<file path="src/rtl/gayle_pkg.sv">
// Shared sector-reader types and constants.
// Used by gayle_sector_reader and gayle_cksum16.
package gayle_pkg;

    localparam int GAYLE_SECTOR_WORDS = 256;
    localparam int GAYLE_FETCH_CYCLES = 2;

    typedef enum logic [3:0] {
        IDLE,
        WAIT_FULL,
        FETCH,
        SEND_HI,
        SEND_LO,
        POP,
        CK_HI,
        CK_LO,
        DONE
    } state_t;

endpackage

</file>
<file path="src/rtl/gayle_sector_reader_if.sv">
// FIFO read port and host byte stream of the sector reader.
// master = reader side, slave = FIFO/host side.
interface gayle_sector_reader_if;

    logic [15:0] fifo_data;
    logic        fifo_full;
    logic        fifo_empty;
    logic        fifo_last;
    logic        fifo_rd;
    logic [7:0]  tx_data;
    logic        tx_valid;
    logic        tx_ready;

    modport master (
        input  fifo_data, fifo_full, fifo_empty, fifo_last, tx_ready,
        output fifo_rd, tx_data, tx_valid
    );

    modport slave (
        output fifo_data, fifo_full, fifo_empty, fifo_last, tx_ready,
        input  fifo_rd, tx_data, tx_valid
    );

endinterface

</file>
<file path="src/rtl/gayle_cksum16.sv">
// 16-bit modular sum of the sector words (clear / add).
// Only instantiated when GAYLE_SECTOR_CKSUM_EN is defined.
module gayle_cksum16 (
    input  logic        clk,
    input  logic        reset_n,
    input  logic        en,
    input  logic        clear,
    input  logic        add,
    input  logic [15:0] data,
    output logic [15:0] sum
);

    always_ff @(posedge clk) begin
        if (!reset_n) begin
            sum <= '0;
        end else if (en) begin
            if (clear)
                sum <= '0;
            else if (add)
                sum <= sum + data;
        end
    end

endmodule

</file>
<file path="src/rtl/gayle_sector_reader.sv">
// Streams one 256-word sector from the FIFO to the host, high byte first.
// Define GAYLE_SECTOR_CKSUM_EN to append a 16-bit checksum (514 bytes).
module gayle_sector_reader
    import gayle_pkg::*;
(
    input  logic clk,
    input  logic reset_n,
    input  logic clk7_en,
    input  logic start,
    input  logic abort,
    gayle_sector_reader_if.master bus,
    output logic busy,
    output logic done,
    output logic err
);

    localparam logic [7:0] LAST_WORD  = 8'(GAYLE_SECTOR_WORDS - 1);
    localparam logic [1:0] FETCH_LAST = 2'(GAYLE_FETCH_CYCLES - 1);

    state_t      state, state_nx;
    logic [7:0]  word_cnt, cnt_nx;
    logic [1:0]  fetch_cnt, fcnt_nx;
    logic [15:0] word, word_nx;
    logic        err_nx;
    logic        start_ok;
    logic        fetch_ok;
    logic [7:0]  tx_byte;

    assign start_ok = (state == IDLE) && start && !abort;
    assign fetch_ok = (state == FETCH) && !bus.fifo_empty &&
                      (fetch_cnt == FETCH_LAST) && !abort;

`ifdef GAYLE_SECTOR_CKSUM_EN
    logic [15:0] cksum;

    gayle_cksum16 u_cksum (
        .clk     (clk),
        .reset_n (reset_n),
        .en      (clk7_en),
        .clear   (start_ok),
        .add     (fetch_ok),
        .data    (bus.fifo_data),
        .sum     (cksum)
    );
`endif

    always_ff @(posedge clk) begin
        if (!reset_n) begin
            state     <= IDLE;
            word_cnt  <= '0;
            fetch_cnt <= '0;
            word      <= '0;
            err       <= 1'b0;
        end else if (clk7_en) begin
            state     <= state_nx;
            word_cnt  <= cnt_nx;
            fetch_cnt <= fcnt_nx;
            word      <= word_nx;
            err       <= err_nx;
        end
    end

    always_comb begin
        state_nx = state;
        cnt_nx   = word_cnt;
        fcnt_nx  = fetch_cnt;
        word_nx  = word;
        err_nx   = err;
        if (abort) begin
            state_nx = IDLE;
        end else begin
            unique case (state)
                IDLE: begin
                    if (start_ok) begin
                        state_nx = WAIT_FULL;
                        cnt_nx   = '0;
                        err_nx   = 1'b0;
                    end
                end
                WAIT_FULL: begin
                    if (bus.fifo_full) begin
                        state_nx = FETCH;
                        fcnt_nx  = '0;
                    end
                end
                FETCH: begin
                    if (bus.fifo_empty) begin
                        err_nx   = 1'b1;
                        state_nx = IDLE;
                    end else if (fetch_ok) begin
                        word_nx  = bus.fifo_data;
                        state_nx = SEND_HI;
                    end else begin
                        fcnt_nx = fetch_cnt + 2'd1;
                    end
                end
                SEND_HI: if (bus.tx_ready) state_nx = SEND_LO;
                SEND_LO: if (bus.tx_ready) state_nx = POP;
                POP: begin
                    cnt_nx = word_cnt + 8'd1;
                    if (word_cnt == LAST_WORD) begin
                        if (!bus.fifo_last)
                            err_nx = 1'b1;
`ifdef GAYLE_SECTOR_CKSUM_EN
                        state_nx = CK_HI;
`else
                        state_nx = DONE;
`endif
                    end else begin
                        state_nx = FETCH;
                        fcnt_nx  = '0;
                    end
                end
`ifdef GAYLE_SECTOR_CKSUM_EN
                CK_HI: if (bus.tx_ready) state_nx = CK_LO;
                CK_LO: if (bus.tx_ready) state_nx = DONE;
`endif
                DONE:    state_nx = IDLE;
                default: state_nx = IDLE;
            endcase
        end
    end

    always_comb begin
        tx_byte = 8'h00;
        unique case (state)
            SEND_HI: tx_byte = word[15:8];
            SEND_LO: tx_byte = word[7:0];
`ifdef GAYLE_SECTOR_CKSUM_EN
            CK_HI:   tx_byte = cksum[15:8];
            CK_LO:   tx_byte = cksum[7:0];
`endif
            default: tx_byte = 8'h00;
        endcase
    end

    // Pop is suppressed on an abort edge so the FIFO never loses a word.
    assign bus.fifo_rd  = (state == POP) && !abort;
    assign bus.tx_valid = state inside {SEND_HI, SEND_LO, CK_HI, CK_LO};
    assign bus.tx_data  = tx_byte;
    assign busy         = (state != IDLE);
    assign done         = (state == DONE);

endmodule

</file>
<file path="src/flat_wrapper.sv">
// flat-port wrapper written by rule: the top's interface ports become plain ports
module gayle_sector_reader_flat import gayle_pkg::*;
  (clk, reset_n, clk7_en, start, abort, busy, done, err, bus_fifo_data, bus_fifo_full, bus_fifo_empty, bus_fifo_last, bus_tx_ready, bus_fifo_rd, bus_tx_data, bus_tx_valid);
  gayle_sector_reader_if bus_i ();
  input  logic clk;
  input  logic reset_n;
  input  logic clk7_en;
  input  logic start;
  input  logic abort;
  output logic busy;
  output logic done;
  output logic err;
  input wire logic [$bits(bus_i.fifo_data)-1:0] bus_fifo_data;
  input wire logic [$bits(bus_i.fifo_full)-1:0] bus_fifo_full;
  input wire logic [$bits(bus_i.fifo_empty)-1:0] bus_fifo_empty;
  input wire logic [$bits(bus_i.fifo_last)-1:0] bus_fifo_last;
  input wire logic [$bits(bus_i.tx_ready)-1:0] bus_tx_ready;
  output wire logic [$bits(bus_i.fifo_rd)-1:0] bus_fifo_rd;
  output wire logic [$bits(bus_i.tx_data)-1:0] bus_tx_data;
  output wire logic [$bits(bus_i.tx_valid)-1:0] bus_tx_valid;
  assign bus_i.fifo_data = bus_fifo_data;
  assign bus_i.fifo_full = bus_fifo_full;
  assign bus_i.fifo_empty = bus_fifo_empty;
  assign bus_i.fifo_last = bus_fifo_last;
  assign bus_i.tx_ready = bus_tx_ready;
  assign bus_fifo_rd = bus_i.fifo_rd;
  assign bus_tx_data = bus_i.tx_data;
  assign bus_tx_valid = bus_i.tx_valid;
  gayle_sector_reader u_core (.clk(clk), .reset_n(reset_n), .clk7_en(clk7_en), .start(start), .abort(abort), .bus(bus_i), .busy(busy), .done(done), .err(err));
endmodule
</file>
<file path="config.mk">
export PLATFORM = sky130hd
export DESIGN_NAME = gayle_sector_reader_flat
export DESIGN_NICKNAME = d
export VERILOG_FILES = /design/src/rtl/gayle_pkg.sv /design/src/rtl/gayle_sector_reader_if.sv /design/src/rtl/gayle_cksum16.sv /design/src/rtl/gayle_sector_reader.sv /design/src/flat_wrapper.sv
export SDC_FILE = /design/constraint.sdc
export NUM_CORES = 1
export LEC_CHECK = 0
export ABC_AREA = 1
export CORE_UTILIZATION = 40
export CTS_BUF_LIST = sky130_fd_sc_hd__clkbuf_4 sky130_fd_sc_hd__clkbuf_8 sky130_fd_sc_hd__clkbuf_16
export CTS_CLUSTER_DIAMETER = 50
export CTS_CLUSTER_SIZE = 16
export DETAILED_ROUTE_END_ITERATION = 6
export PLACE_DENSITY = 0.62
export SYNTH_ARGS = -nofsm -noshare
export SYNTH_HDL_FRONTEND = slang
export SYNTH_HIERARCHICAL = 1
export SYNTH_SLANG_ARGS = --single-unit
</file>
<file path="constraint.sdc">
create_clock -name clk -period 3.53 [get_ports clk]
set_input_delay 0.706 -clock clk [delete_from_list [all_inputs] [get_ports clk]]
set_output_delay 0.706 -clock clk [all_outputs]
set_load 0.01 [all_outputs]
</file>
* Word level (Yosys, flattened, before mapping)
Cells that the tools add are included.
** Operators by class
- Add/sub/neg operators :: 2
- Eq/ne operators :: 23
- Mux-type cells :: 22
- Bitwise logic cells :: 2
- Reductions and logical operators :: 19
** Operator list (count)
- 4-bit two-way mux :: 8
- 8-bit one-hot mux with 2 select lines :: 2
- 4-bit one-hot mux with 6 select lines :: 1
- 4-bit by 3-bit == test with 1-bit output, second input constant :: 4
- 7-bit AND reduction :: 2
- 2-bit != test, second input constant :: 6
- 3-bit != test, second input constant :: 3
- 8-bit by 1-bit adder with 8-bit output, second input constant :: 1
- 4-bit by 2-bit == test with 1-bit output, second input constant :: 2
- 8-bit == test, second input constant :: 1
- 2-bit two-way mux :: 4
- 8-bit two-way mux :: 1
- 4-bit nonzero test :: 2
- 1-bit logical AND :: 6
- 2-bit one-hot mux with 3 select lines :: 1
- 6-bit AND reduction :: 1
- 3-bit nonzero test :: 2
- 5-bit AND reduction :: 1
- 4-bit by 1-bit == test with 1-bit output, second input constant :: 1
- 4-bit == test, second input constant :: 1
- 4-bit logical NOT :: 1
- 1-bit two-way mux :: 4
- 2-bit by 1-bit != test with 1-bit output, second input constant :: 2
- 4-bit by 3-bit != test with 1-bit output, second input constant :: 1
- 8 further kinds :: 10
** Storage, ports and cells
- Register bits after elaboration :: 31
- Bits of input ports :: 25
- Output and inout port bits :: 13
- Word-level logic and storage cells :: 73

* Logic depth before layout (Yosys ltp)
- Depth in word-level cells :: 8
- Mapped depth :: 10
- Gate-level depth less buffers :: 10

* Worst setup path before layout
Ideal clock, no wire load.
- Path type :: register -> output
- Start point :: reg u_core.state[1]
- End point :: out bus_tx_data[0]
- Arrival :: 975 ps
- Data required time :: 2824 ps
- Path slack :: 1849 ps
- Cell stages (with the launch flop) :: 5
- Buffers on the path :: 0
- Cell sequence :: dfxtp_1 > inv_1 > nand2_1 > nor2_4 > a22o_1
** Between the ends
- Word-level cells in the longest chain between the ends :: 2
- Elaborated cells on any way between the ends :: 3
- Those cells by class :: eq/ne (2); mux (1)
** Ends and longest elaborated chain
- start, declared :: RTL line gayle_sector_reader.sv:20 : state_t state, state_nx;
- start signal, assigned :: RTL line gayle_sector_reader.sv:55 : state <= state_nx;
- 4-bit by 3-bit == test with 1-bit output or 4-bit by 2-bit == test with 1-bit output (tied branches) :: RTL line gayle_sector_reader.sv:126 : unique case (state)
- 8-bit one-hot mux with 2 select lines (*) :: RTL line gayle_sector_reader.sv:126
- end, declared :: RTL line flat_wrapper.sv:19 : output wire logic [$bits(bus_i.tx_data)-1:0] bus_tx_data;
Every way passes the cells marked *; elsewhere a longest branch is shown, timed or not.

* Final worst setup path
- Start point :: reg u_core.state[0]
- End point :: out bus_tx_data[2]
Same word-level chain as after synthesis.

==> reports/qor.yml <==
synth:
  synth_fp_nets: 290
  syn_inst: 263
  synth_cell_types: 29
  synth_area_leaders: "dfxtp_1, nor2_1, nand2_1"
  syn_avg_cell_area_um2: 6.775
  seq_area_frac_synth: 0.3483
  yosysTopAreaCell: "dfxtp_1"
  synth_warnings: 6
  synth_top_area_frac: 0.3483
  ys_ff_latch: 31
  synth_area_um2: 1782
sta:
  drv_slew: 0
  fin_crit_sh: 0.7693
  tns_ns: 0
  finalHoldViolations: 0
  fin_skew_ns: 0.005859
  rsz0062_at_grt: "no"
  fmax_mhz: 368.3
  worst_pin_slew_ns: 0.8231
  max_slew_margin: 0.4495
  setup_viol: 0
  finalWorstPathRequiredPeriod_ns: 2.716
floorplanning:
  initial_core_util: 0.4300
  num_rows: 23
  io_pins: 38
  die_w_um: 68.74
  fp.dieArea_um2: 4725
  fp.coreArea_um2: 4144
  die_y_um: 68.74
clocking:
  htreeDepth: 2
  cts_resized: 0
  insertion_delay_ns: 0.28
  post_cts_buffers: 0
  cts_hold_buf: 0
  clk_pin_slew_ns: 0.07
  clock-sinks: 31
  max-clock-path-buffers: 2
  root_buffer: "clkbuf_8"
  numCtsBuffers: 5
  tritoncts: "built"
route:
  initialDrtViolationCount: 85
  dr_total_vias: 1786
  ant_nets: 0
  drt_first_pass_iters: 4
  vias_per_cell: 5.045
  drcViolationCount: 0
  wl_um: 4220
  wire_per_inst_um: 11.92
grt:
  grt_use_total: 0.2068
  grt_pass1_wl_um: 7169
  grt_max_degree: 25
  grt_pass1_vias: 1641
  antenna_found_initial: 0
  overflow: 0
final_layout:
  drive_above_1_share: 0.09539
  area_delta_synth_final_pct: 30.27
  antenna_cells: 0
  layout.nets: 330
setup_path:
  critPathRequiredTime_ns: 2.82
  cp-start-kind: "flop"
  end_kind: "primary output"
  critPathArrivalTime_ns: 2.01
  reg2reg_depth: 9
  critPathKind: "reg2out"
  crit_fanout: 9
placement:
  place_congestion: 0.8627
  port_buffers: 37
  dp_hpwl_um: 3057
hold_path:
  min_path_cells: 2
  hp-class: "reg2reg"
run_status:
  status: "complete, no violations"
flow_run:
  max-cap-violations: 0
power:
  p_leak_nw: 1.010
  finalPower_mw: 0.9661
  powerDensity_nw_per_um2: 416.2
  ir_drop_mv: 0.2671
[layout make-up]
| class | count | area [µm²] |
|---|---|---|
| Timing Repair Buffer | 37 | 370.4 |
| Fill cell | 409 | 1823 |
| Inverter | 29 | 113.9 |
| Clock buffer | 6 | 76.32 |
| Multi-Input combinational cell | 199 | 1017 |
| Sequential cell | 31 | 620.6 |
| Clock inverter | 2 | 60.06 |
| Tap cell | 50 | 62.56 |
[metal layers]
metal / wire length (µm) / GRT usage / vias up
met1: 1953 / 0.2535 / 805
met3: 288 / 0.06086 / 4
met4: 36 / 0.06378 / 0
met5: 0 / 0 / -
li1: - / - / 924
met2: 1942 / 0.3468 / 53
[cell families (layout without fill, tap and decap cells)]
logic type               Yosys count  in the layout  synth area share
flip-flops                        31             31            0.3483
AO/OA/AOI/OAI                     38             38            0.1271
XOR/XNOR                           4              4           0.01967
AND/OR/NAND/NOR                  155            155            0.4101
adder cells (fa/ha/maj)            2              2           0.01404
buffers and inverters             33             74           0.08075
[state kept, by name, indices dropped and copies added (netlist names)]
signal,flops
u_core/word,16
u_core/word_cnt,8
u_core/state,4
u_core/fetch_cnt,2
u_core/err,1
[synthesized netlist by cell type, drive strengths merged]
library cell and number:
a21oi 10, a22o 8, buf 2, clkbuf 2, dfxtp 31, ha 2
inv 29, nand2 52, nand3 18, nand4 4, nor2 75, nor3 4
o211ai 1, o21ai 17, o21bai 1, o22ai 1, or2 2, xnor2 2
xor2 2
[through the flow]
stage | utilization | cell area (µm²) | hold slack [ns] | cells | setup WS, ns
floorplan | - | 1782 | 0.4453 | 263 | 1.849
global placement | 0.5272 | 2185 | 0.4557 | 346 | 0.9521
detailed placement | 0.5272 | 2185 | 0.4598 | 346 | 0.9314
CTS | 0.5601 | 2321 | 0.4692 | 354 | 0.8160
global route | 0.5601 | 2321 | 0.4952 | 354 | 0.6706
finish | 0.5601 | 2321 | 0.4661 | 354 | 0.8145
[layout by cell type (no fill, tap or decap)]
| master | Yosys | layout |
|---|---|---|
| clkdlybuf4s50_1 | 0 | 37 |
| nor2_4 | 4 | 4 |
| or2_2 | 2 | 2 |
| inv_4 | 2 | 2 |
| ha_1 | 2 | 2 |
| nor3_1 | 3 | 3 |
| nor2_2 | 2 | 2 |
| o22ai_1 | 1 | 1 |
| xnor2_1 | 2 | 2 |
| xor2_1 | 2 | 2 |
| clkbuf_4 | 0 | 1 |
| nand2_4 | 2 | 2 |
| nand2_1 | 46 | 46 |
| nand3_1 | 16 | 16 |
| o21ai_0 | 15 | 15 |
| nor3_2 | 1 | 1 |
| a21oi_1 | 10 | 10 |
| nor2_1 | 68 | 68 |
| inv_2 | 1 | 1 |
| nor2_8 | 1 | 1 |
| a22o_1 | 8 | 8 |
| nand3_4 | 2 | 2 |
| bufinv_16 | 0 | 2 |
| nand2_2 | 4 | 4 |
| o21ai_1 | 2 | 2 |
| nand4_1 | 4 | 4 |
| dfxtp_1 | 31 | 31 |
| o211ai_1 | 1 | 1 |
| o21bai_1 | 1 | 1 |
| clkbuf_8 | 0 | 5 |
| inv_1 | 26 | 26 |
[report_power, final]
part	internal (mW)	switching, mW	total (mW)
sequential	0.360	0.0110	0.371
combinational	0.0731	0.101	0.175
clock	0.290	0.131	0.421
[critical path: stages, from the launching register on]
cell and delay [ns]:
dfxtp_1 0.46, nand2_1 0.13, nor2_2 0.38, a22o_1 0.22
clkdlybuf4s50_1 0.55
[worst paths after layout]
kind / from / endpoint / slack (ns)
min reg2reg: u_core/word_cnt[5] / u_core/word_cnt[5] / 0.47
max reg2reg: u_core/state[0] / u_core/state[1] / 1.90
max: u_core/state[0] / bus_tx_data[2] / 0.81
min: u_core/word_cnt[5] / u_core/word_cnt[5] / 0.47
Power figures use the tool's default switching activity.
